[src/rtl/shf_pkg.sv]
// Shared widths and controller state encoding for the iterating shifter controller.
package shf_pkg;
    localparam int D_W  = 4;
    localparam int OP_W = 3;

    typedef enum logic [1:0] {
        IDLE = 2'b00,
        WAIT = 2'b01,
        RUN  = 2'b10,
        DONE = 2'b11
    } state_t;
endpackage

[src/rtl/shf_iter_ctrl.sv]
// Iterating controller: loads an operand, feeds shifter y back into d for in_count passes.
// Latency: N*(SETTLE+1) edges after accept (result in the cycle after accept when N=0); result held until out_ready.
module shf_iter_ctrl
    import shf_pkg::*;
#(
    parameter int CNT_W  = 4,
    parameter int SETTLE = 0
) (
    input  logic             clk,
    input  logic             rst_n,
    input  logic             in_valid,
    output logic             in_ready,
    input  logic [D_W-1:0]   in_data,
    input  logic [OP_W-1:0]  in_op,
    input  logic [CNT_W-1:0] in_count,
    input  logic             abort,
    output logic [D_W-1:0]   shf_d,
    output logic [OP_W-1:0]  shf_s,
    input  logic [D_W-1:0]   shf_y,
    output logic             out_valid,
    input  logic             out_ready,
    output logic [D_W-1:0]   out_data
);
    localparam logic [2:0] SETTLE_L = 3'(SETTLE);

    state_t           state;
    logic [D_W-1:0]   d_reg;
    logic [OP_W-1:0]  op_reg;
    logic [CNT_W-1:0] cnt;
    logic [2:0]       wait_cnt;

    assign in_ready  = (state == IDLE) && !abort;
    assign out_valid = (state == DONE);
    assign shf_d     = d_reg;
    assign shf_s     = op_reg;
    assign out_data  = d_reg;

    always_ff @(posedge clk) begin
        if (!rst_n) begin
            state    <= IDLE;
            d_reg    <= '0;
            op_reg   <= '0;
            cnt      <= '0;
            wait_cnt <= '0;
        end else begin
            case (state)
                IDLE: begin
                    if (in_valid && !abort) begin
                        d_reg    <= in_data;
                        op_reg   <= in_op;
                        cnt      <= in_count;
                        wait_cnt <= SETTLE_L;
                        if (in_count == '0)
                            state <= DONE;
                        else if (SETTLE > 0)
                            state <= WAIT;
                        else
                            state <= RUN;
                    end
                end
                WAIT: begin
                    if (abort) begin
                        state <= IDLE;
                    end else begin
                        wait_cnt <= wait_cnt - 3'd1;
                        if (wait_cnt <= 3'd1)
                            state <= RUN;
                    end
                end
                RUN: begin
                    if (abort) begin
                        state <= IDLE;
                    end else begin
                        // One shifter pass per RUN edge; cnt never goes below 1 here.
                        d_reg <= shf_y;
                        cnt   <= cnt - CNT_W'(1);
                        if (cnt == CNT_W'(1)) begin
                            state <= DONE;
                        end else begin
                            wait_cnt <= SETTLE_L;
                            state    <= (SETTLE > 0) ? WAIT : RUN;
                        end
                    end
                end
                DONE: begin
                    if (abort || out_ready)
                        state <= IDLE;
                end
                default: state <= IDLE;
            endcase
        end
    end
endmodule

[config.mk]
export PLATFORM = sky130hd
export DESIGN_NAME = shf_iter_ctrl
export DESIGN_NICKNAME = d
export VERILOG_FILES = /design/src/rtl/shf_pkg.sv /design/src/rtl/shf_iter_ctrl.sv
export SDC_FILE = /design/constraint.sdc
export NUM_CORES = 1
export LEC_CHECK = 0
export BUFFER_PORTS_ARGS = -buffer_cell sky130_fd_sc_hd__buf_2
export CAP_MARGIN = 5
export CELL_PAD_IN_SITES_DETAIL_PLACEMENT = 1
export CELL_PAD_IN_SITES_GLOBAL_PLACEMENT = 2
export CORE_ASPECT_RATIO = 0.8
export CORE_MARGIN = 2
export CORE_UTILIZATION = 29
export DETAILED_ROUTE_END_ITERATION = 6
export PLACE_DENSITY = 0.86
export SLEW_MARGIN = 20
export SYNTH_ARGS = -nofsm -noshare
export SYNTH_HDL_FRONTEND = slang
export SYNTH_SLANG_ARGS = --single-unit
[constraint.sdc]
create_clock -name clk -period 3.2 [get_ports clk]
set_clock_uncertainty 0.1 [all_clocks]
set_input_delay 0 -clock clk [delete_from_list [all_inputs] [get_ports clk]]
set_output_delay 0 -clock clk [all_outputs]
set_load 0.01 [all_outputs]
==> results of run 1 <==
[final cells by class]
type                            instances  area [um2]  area share
Multi-Input combinational cell         79         531       0.421
Sequential cell                        16         320       0.254
Timing Repair Buffer                   44         280       0.223
Clock buffer                            4        55.1      0.0437
Tap cell                               40        50.0      0.0398
Inverter                                6        22.5      0.0179
[critical path: stages, from the launching register on]
cell           delay [ns]
dfxtp_1              0.61
nand2b_4             0.23
mux2i_1              0.16
dlygate4sd3_1        0.57
a211oi_1             0.23
[how the worst max path moves through the flow]
stage / endpoint / slack, ns / cells past startpoint
final: out_data[3] / 1.22 / 4
after detailed placement: wait_cnt[1] / 1.54 / 4
after CTS: out_data[3] / 1.24 / 4
after global routing: out_data[3] / 1.08 / 4
after floorplan: shf_s[0] / 1.75 / 5
after global placement: wait_cnt[1] / 1.58 / 4
[power groups by stage]
stage | sequential (W) | clock, W | combinational (W)
after floorplan | 0.000224 | 0 | 0.0000563
after global placement | 0.000223 | 0 | 0.0000800
after detailed placement | 0.000224 | 0 | 0.0000820
after CTS | 0.000220 | 0.000185 | 0.0000940
after global routing | 0.000221 | 0.000195 | 0.000107
final | 0.000220 | 0.000179 | 0.0000951
[stage by stage]
step	hold slack [ns]	instance area (um2)	power, W	setup slack, ns	util
2_1_floorplan	0.0472	948	0.000280	1.75	-
3_3_place_gp	0.140	1080	0.000303	1.58	0.349
3_5_place_dp	0.158	1080	0.000306	1.54	0.349
4_1_cts	0.00121	1250	0.000498	1.24	0.402
5_1_grt	0.00690	1260	0.000523	1.08	0.405
6_report	0.0110	1260	0.000494	1.22	0.405
[layout by cell type (no fill, tap or decap), drive strengths merged, types with 2 or more instances in the layout]
cell type	synthesis	final
inv	6	6
clkbuf	1	4
dfxtp	16	16
and2	3	3
o21ai	3	3
a211oi	4	4
mux2i	7	7
o32ai	2	2
a21oi	7	7
mux2	2	2
buf	10	32
ha	4	4
nor2	18	18
nor4b	2	2
dlygate4sd3	0	12
nand2	7	7
nand2b	3	3
nor3	4	4
[registers in the layout (all words and copies together), names as in the netlist]
signal	count
cnt	4
out_data	4
shf_s	3
state	2
wait_cnt	3
[logic make-up after synthesis]
kind of cell | Yosys count | synth area share
fa+ha+maj | 4 | 0.0528
mux | 9 | 0.0976
buf+inv | 17 | 0.103
flops | 16 | 0.338
simple gates | 43 | 0.248
compound gates | 23 | 0.161
[per-layer routing]
| metal | vias up | GRT usage |
|---|---|---|
| met5 | - | 0 |
| li1 | 456 | - |
| met3 | 0 | 0.0364 |
| met4 | 0 | 0.0300 |
| met1 | 417 | 0.169 |
| met2 | 15 | 0.277 |
[repair_timing]
action | in CTS | in global routing
hold buffers | 11 | 1
setup endpoints to repair | 0 | 0
hold endpoints to repair | 10 | 1
==> impl_metrics.json, run 1 <==
{
  "run_status": "finished clean",
  "p_int_w": 0.000366,
  "num_vias": 888,
  "yosysSeqAreaShare": 0.338,
  "drt_iter0_drc": 27,
  "first_pass_iters": 4,
  "post-synth-top-area-cell": "dfxtp_1",
  "cts_htree_levels": 1,
  "path_max_fanout": 14,
  "ys_top_cells_by_area": "dfxtp_1 (34%), mux2i_1 (7.4%), nor2_1 (6.7%)",
  "path_clk_slew_ns": 0.06,
  "grt_pass1_vias": 871,
  "clock_path_buffers": 2,
  "ant_nets": 0,
  "reg2reg_from": "state[1]",
  "topRoutingLayerUsed": "met3",
  "cts_resized": 0,
  "cts_sinks": 16,
  "nets": 174,
  "synthArstFlopShare": 0,
  "gr-usage-all-layers": 0.147,
  "die_area_mm2": 0.00375,
  "synth_flop_cell": "dfxtp_1",
  "gp_congestion": 0.728,
  "synth_common_cells": "nor2_1 (17), dfxtp_1 (16), a21oi_1 (7), mux2i_1 (7), nand2_1 (7)",
  "vias_per_cell": 4.70,
  "crit_path_end_kind": "register",
  "routedWlPerCell_um": 13.8,
  "initial_core_util": 0.305,
  "num_rows": 18,
  "worstSkewPairLatency_ns": 0.25,
  "syn2layout_area_growth_pct": 32.7,
  "p_sw_frac": 0.258,
  "timing.fmax_mhz": 505,
  "ys_ff_latch": 16,
  "met2WireLength_um": 1360,
  "clkPwrFrac": 0.362,
  "fp.coreArea_mm2": 0.00311,
  "fin_tns_setup_ns": 0,
  "leakagePower_nw": 0.548,
  "max_cap_violations": 0,
  "hpwl_um": 1820,
  "cp.arrival_ns": 2.04,
  "drc": 0,
  "final_cells": 189,
  "hp-start": "shf_y[2]",
  "min_path_cells": 3,
  "nFillCells": 389,
  "drt_wl_total_um": 2610,
  "reg2regPathDepth": 4,
  "r2r_slack_ns": 1.22,
  "n_antenna_cell": 0,
  "r2r-end": "out_data[3]",
  "startpoint_type": "register",
  "dp_cells": 173,
  "period_minus_slack_ns": 1.98,
  "power.switching_w": 0.000127,
  "rsz0062_at_grt": "false",
  "yosys.area.top_type_share": 0.338,
  "root_buffer": "clkbuf_8",
  "syn_nets": 136,
  "synth_area_um2": 948,
  "ys_warn_count": 0,
  "synth.distinct_cells": 36,
  "io_buffers": 32,
  "synth_most_common_cell": "nor2_1",
  "startpoint": "state[1]",
  "syn_area_per_cell_um2": 8.47,
  "grt-ovfl-total": 0,
  "finalSetupViolations": 0,
  "ir_worst_vdd_mv": 0.203,
  "power_per_cell_area_mw_per_mm2": 392,
  "cts_setup_buffers": 0,
  "min_period_over_period": 0.618,
  "antenna_found_initial": 0,
  "combPwrFrac": 0.193,
  "drt-met1-wl_um": 1180,
  "die_h_um": 55.2,
  "die_w_um": 67.9,
  "slew_headroom": 0.658,
  "ios": 33,
  "synth_edf_count": 0,
  "holdPathEnd": "out_data[2]",
  "crit_required_ns": 3.26,
  "seqPwrFrac": 0.445,
  "worstMarginPinSlew_ns": 0.513,
  "synthCells": 112,
  "met3WireLength_um": 74,
  "grt_pass1_wl_um": 3990,
  "hp-class": "primary input to register",
  "slew_violations": 0,
  "hold_viol": 0,
  "cts_tree": "yes",
  "critPathKind": "register to register",
  "cts_buffers": 3,
  "layout-drive-gt1-share": 0.289,
  "grt_max_degree": 17
}
Note: power is estimated with default switching activity, not from simulation.
==> run 2, diff against run 1 <==
Settings changed: ABC_AREA set to 1, CORE_UTILIZATION 29 to 24, PLACE_DENSITY 0.86 to 0.81.
Clock period 3.2 ns to 2.1 ns, I/O delays scaled along.
==> impl_metrics.json, run 2 <==
{
  "grt-ovfl-total": 0,
  "syn_area_per_cell_um2": 6.22,
  "path_clk_slew_ns": 0.07,
  "cts_resized": 0,
  "synthArstFlopShare": 0,
  "die_h_um": 60.3,
  "cts_htree_levels": 1,
  "worstMarginPinSlew_ns": 0.664,
  "power_per_cell_area_mw_per_mm2": 590,
  "nFillCells": 513,
  "drt_wl_total_um": 3020,
  "worstSkewPairLatency_ns": 0.25,
  "cp_cell_sequence": "inv_2 > nand2_1 > nand2_1 > nand2_1 > dlygate4sd3_1 > nor2_1 > nor2_1",
  "crit_required_ns": 2.19,
  "crit_top_cell": "nand2_1",
  "drt_iter0_drc": 59,
  "io_buffers": 32,
  "synth_common_cells": "nand2_1 (42), nor2_1 (28), inv_1 (17), dfxtp_1 (16)",
  "synth_most_common_cell": "nand2_1",
  "r2r-end": "out_data[0]",
  "clock_path_buffers": 2,
  "max_cap_violations": 0,
  "drc": 0,
  "syn2layout_area_growth_pct": 41.0,
  "gr-usage-all-layers": 0.138,
  "min_period_over_period": 0.898,
  "synthCells": 153,
  "syn_nets": 177,
  "ir_worst_vdd_mv": 0.217,
  "ant_nets": 0,
  "die_w_um": 74.4,
  "final_cell_mix": "nand2_1 (42), buf_2 (32), nor2_1 (28)",
  "hold_viol": 0,
  "rsz0062_at_grt": "false",
  "routedWlPerCell_um": 11.9,
  "reg2reg_from": "state[0]",
  "synth_edf_count": 0,
  "grt_pass1_wl_um": 4730,
  "post-route-util": 0.353,
  "finalSetupViolations": 0,
  "gp_congestion": 0.798,
  "num_vias": 1110,
  "r2r_slack_ns": 0.21,
  "timing.fmax_mhz": 530,
  "post-synth-top-area-cell": "dfxtp_1",
  "first_pass_iters": 4,
  "num_rows": 20,
  "antenna_found_initial": 0,
  "ys_ff_latch": 16,
  "leakagePower_nw": 0.695,
  "n_antenna_cell": 0,
  "ys_top_cells_by_area": "dfxtp_1 (34%), nand2_1 (17%), nor2_1 (11%)",
  "layout-drive-gt1-share": 0.217,
  "grt_max_degree": 12,
  "path_max_fanout": 10,
  "die_area_mm2": 0.00449,
  "startpoint": "state[0]",
  "slowest_stage": "dlygate4sd3_1",
  "cts_sinks": 16,
  "reg2regPathDepth": 7,
  "slew_headroom": 0.555,
  "fin_tns_setup_ns": 0,
  "hp-class": "primary input to register",
  "final_common_cell": "nand2_1",
  "yosysSeqAreaShare": 0.336,
  "endpoint": "out_data[0]",
  "initial_core_util": 0.250,
  "synth_flop_cell": "dfxtp_1",
  "vias_per_cell": 4.39,
  "ys_warn_count": 0,
  "grt_pass1_vias": 1132,
  "synth.distinct_cells": 20,
  "hpwl_um": 2230,
  "startpoint_type": "register",
  "run_status": "finished clean",
  "period_minus_slack_ns": 1.89,
  "crit_path_end_kind": "register",
  "synth_area_um2": 952,
  "fp.coreArea_mm2": 0.00380,
  "cp.arrival_ns": 1.97,
  "cts_tree": "yes",
  "critPathKind": "register to register",
  "yosys.area.top_type_share": 0.336,
  "nets": 223,
  "ios": 33,
  "slew_violations": 0,
  "cts_buffers": 3,
  "root_buffer": "clkbuf_8",
  "cp_slowest_stage_delay_ns": 0.55
}
run 2: critical path: cells and delay by family, from the launching register on:
| kind | cells | cell delay, ns |
|---|---|---|
| DFF | 1 | 0.47 |
| and+or+nand+nor | 5 | 0.64 |
| buffers and inverters | 2 | 0.61 |
run 2: how the worst min path moves through the flow:
stage,start,endpoint,slack (ns),depth (start not counted)
after floorplan,abort,in_ready,-0.05,1
after global placement,in_op[1],shf_s[1],0.16,3
after detailed placement,in_op[1],shf_s[1],0.17,3
after CTS,in_count[2],cnt[2],0.02,5
after global routing,in_count[0],cnt[0],0.04,5
final,in_count[2],cnt[2],0.01,5
run 2: per-stage QoR:
stage | total power (W) | hold slack [ns] | cell area (um2) | cells | setup WS [ns]
final | 0.000792 | 0.0148 | 1340 | 253 | 0.213
after global routing | 0.000842 | 0.0360 | 1340 | 253 | 0.0592
after CTS | 0.000801 | 0.0168 | 1340 | 253 | 0.267
after detailed placement | 0.000497 | 0.172 | 1150 | 235 | 0.682
after global placement | 0.000490 | 0.156 | 1150 | 235 | 0.743
after floorplan | 0.000441 | -0.0525 | 952 | 153 | 0.828
run 2: logic make-up after synthesis:
| family | share of synthesized area |
|---|---|
| AND/OR/NAND/NOR | 0.384 |
| buffers and inverters | 0.110 |
| AO/OA/AOI/OAI | 0.117 |
| flip-flops | 0.336 |
| adder cells (fa/ha/maj) | 0.0526 |
run 2: cell type report:
| class | count | area, um2 | area share |
|---|---|---|---|
| Sequential cell | 16 | 320 | 0.239 |
| Inverter | 19 | 71.3 | 0.0531 |
| Tap cell | 55 | 68.8 | 0.0513 |
| Clock buffer | 4 | 55.1 | 0.0410 |
| Timing Repair Buffer | 46 | 300 | 0.224 |
| Multi-Input combinational cell | 113 | 527 | 0.392 |
run 2: what timing repair did:
action / in CTS / in global routing
hold endpoints to repair: 8 / 0
buffers inserted: 0 / 0
setup endpoints to repair: 0 / 0
hold buffers: 14 / 0
run 2: power by group:
part	switching, W	internal (W)
Clock	0.000110	0.000166
Combinational	0.0000980	0.0000801
Sequential	0.0000142	0.000323
Total	0.000222	0.000570
run 2: metal layers:
metal  up-vias  routed length (um)  GRT usage
met2        23                1630      0.286
met3         0                  96     0.0365
met4         0                   0     0.0230
met5         -                   0          0
met1       519                1290      0.141
li1        568                   -          -
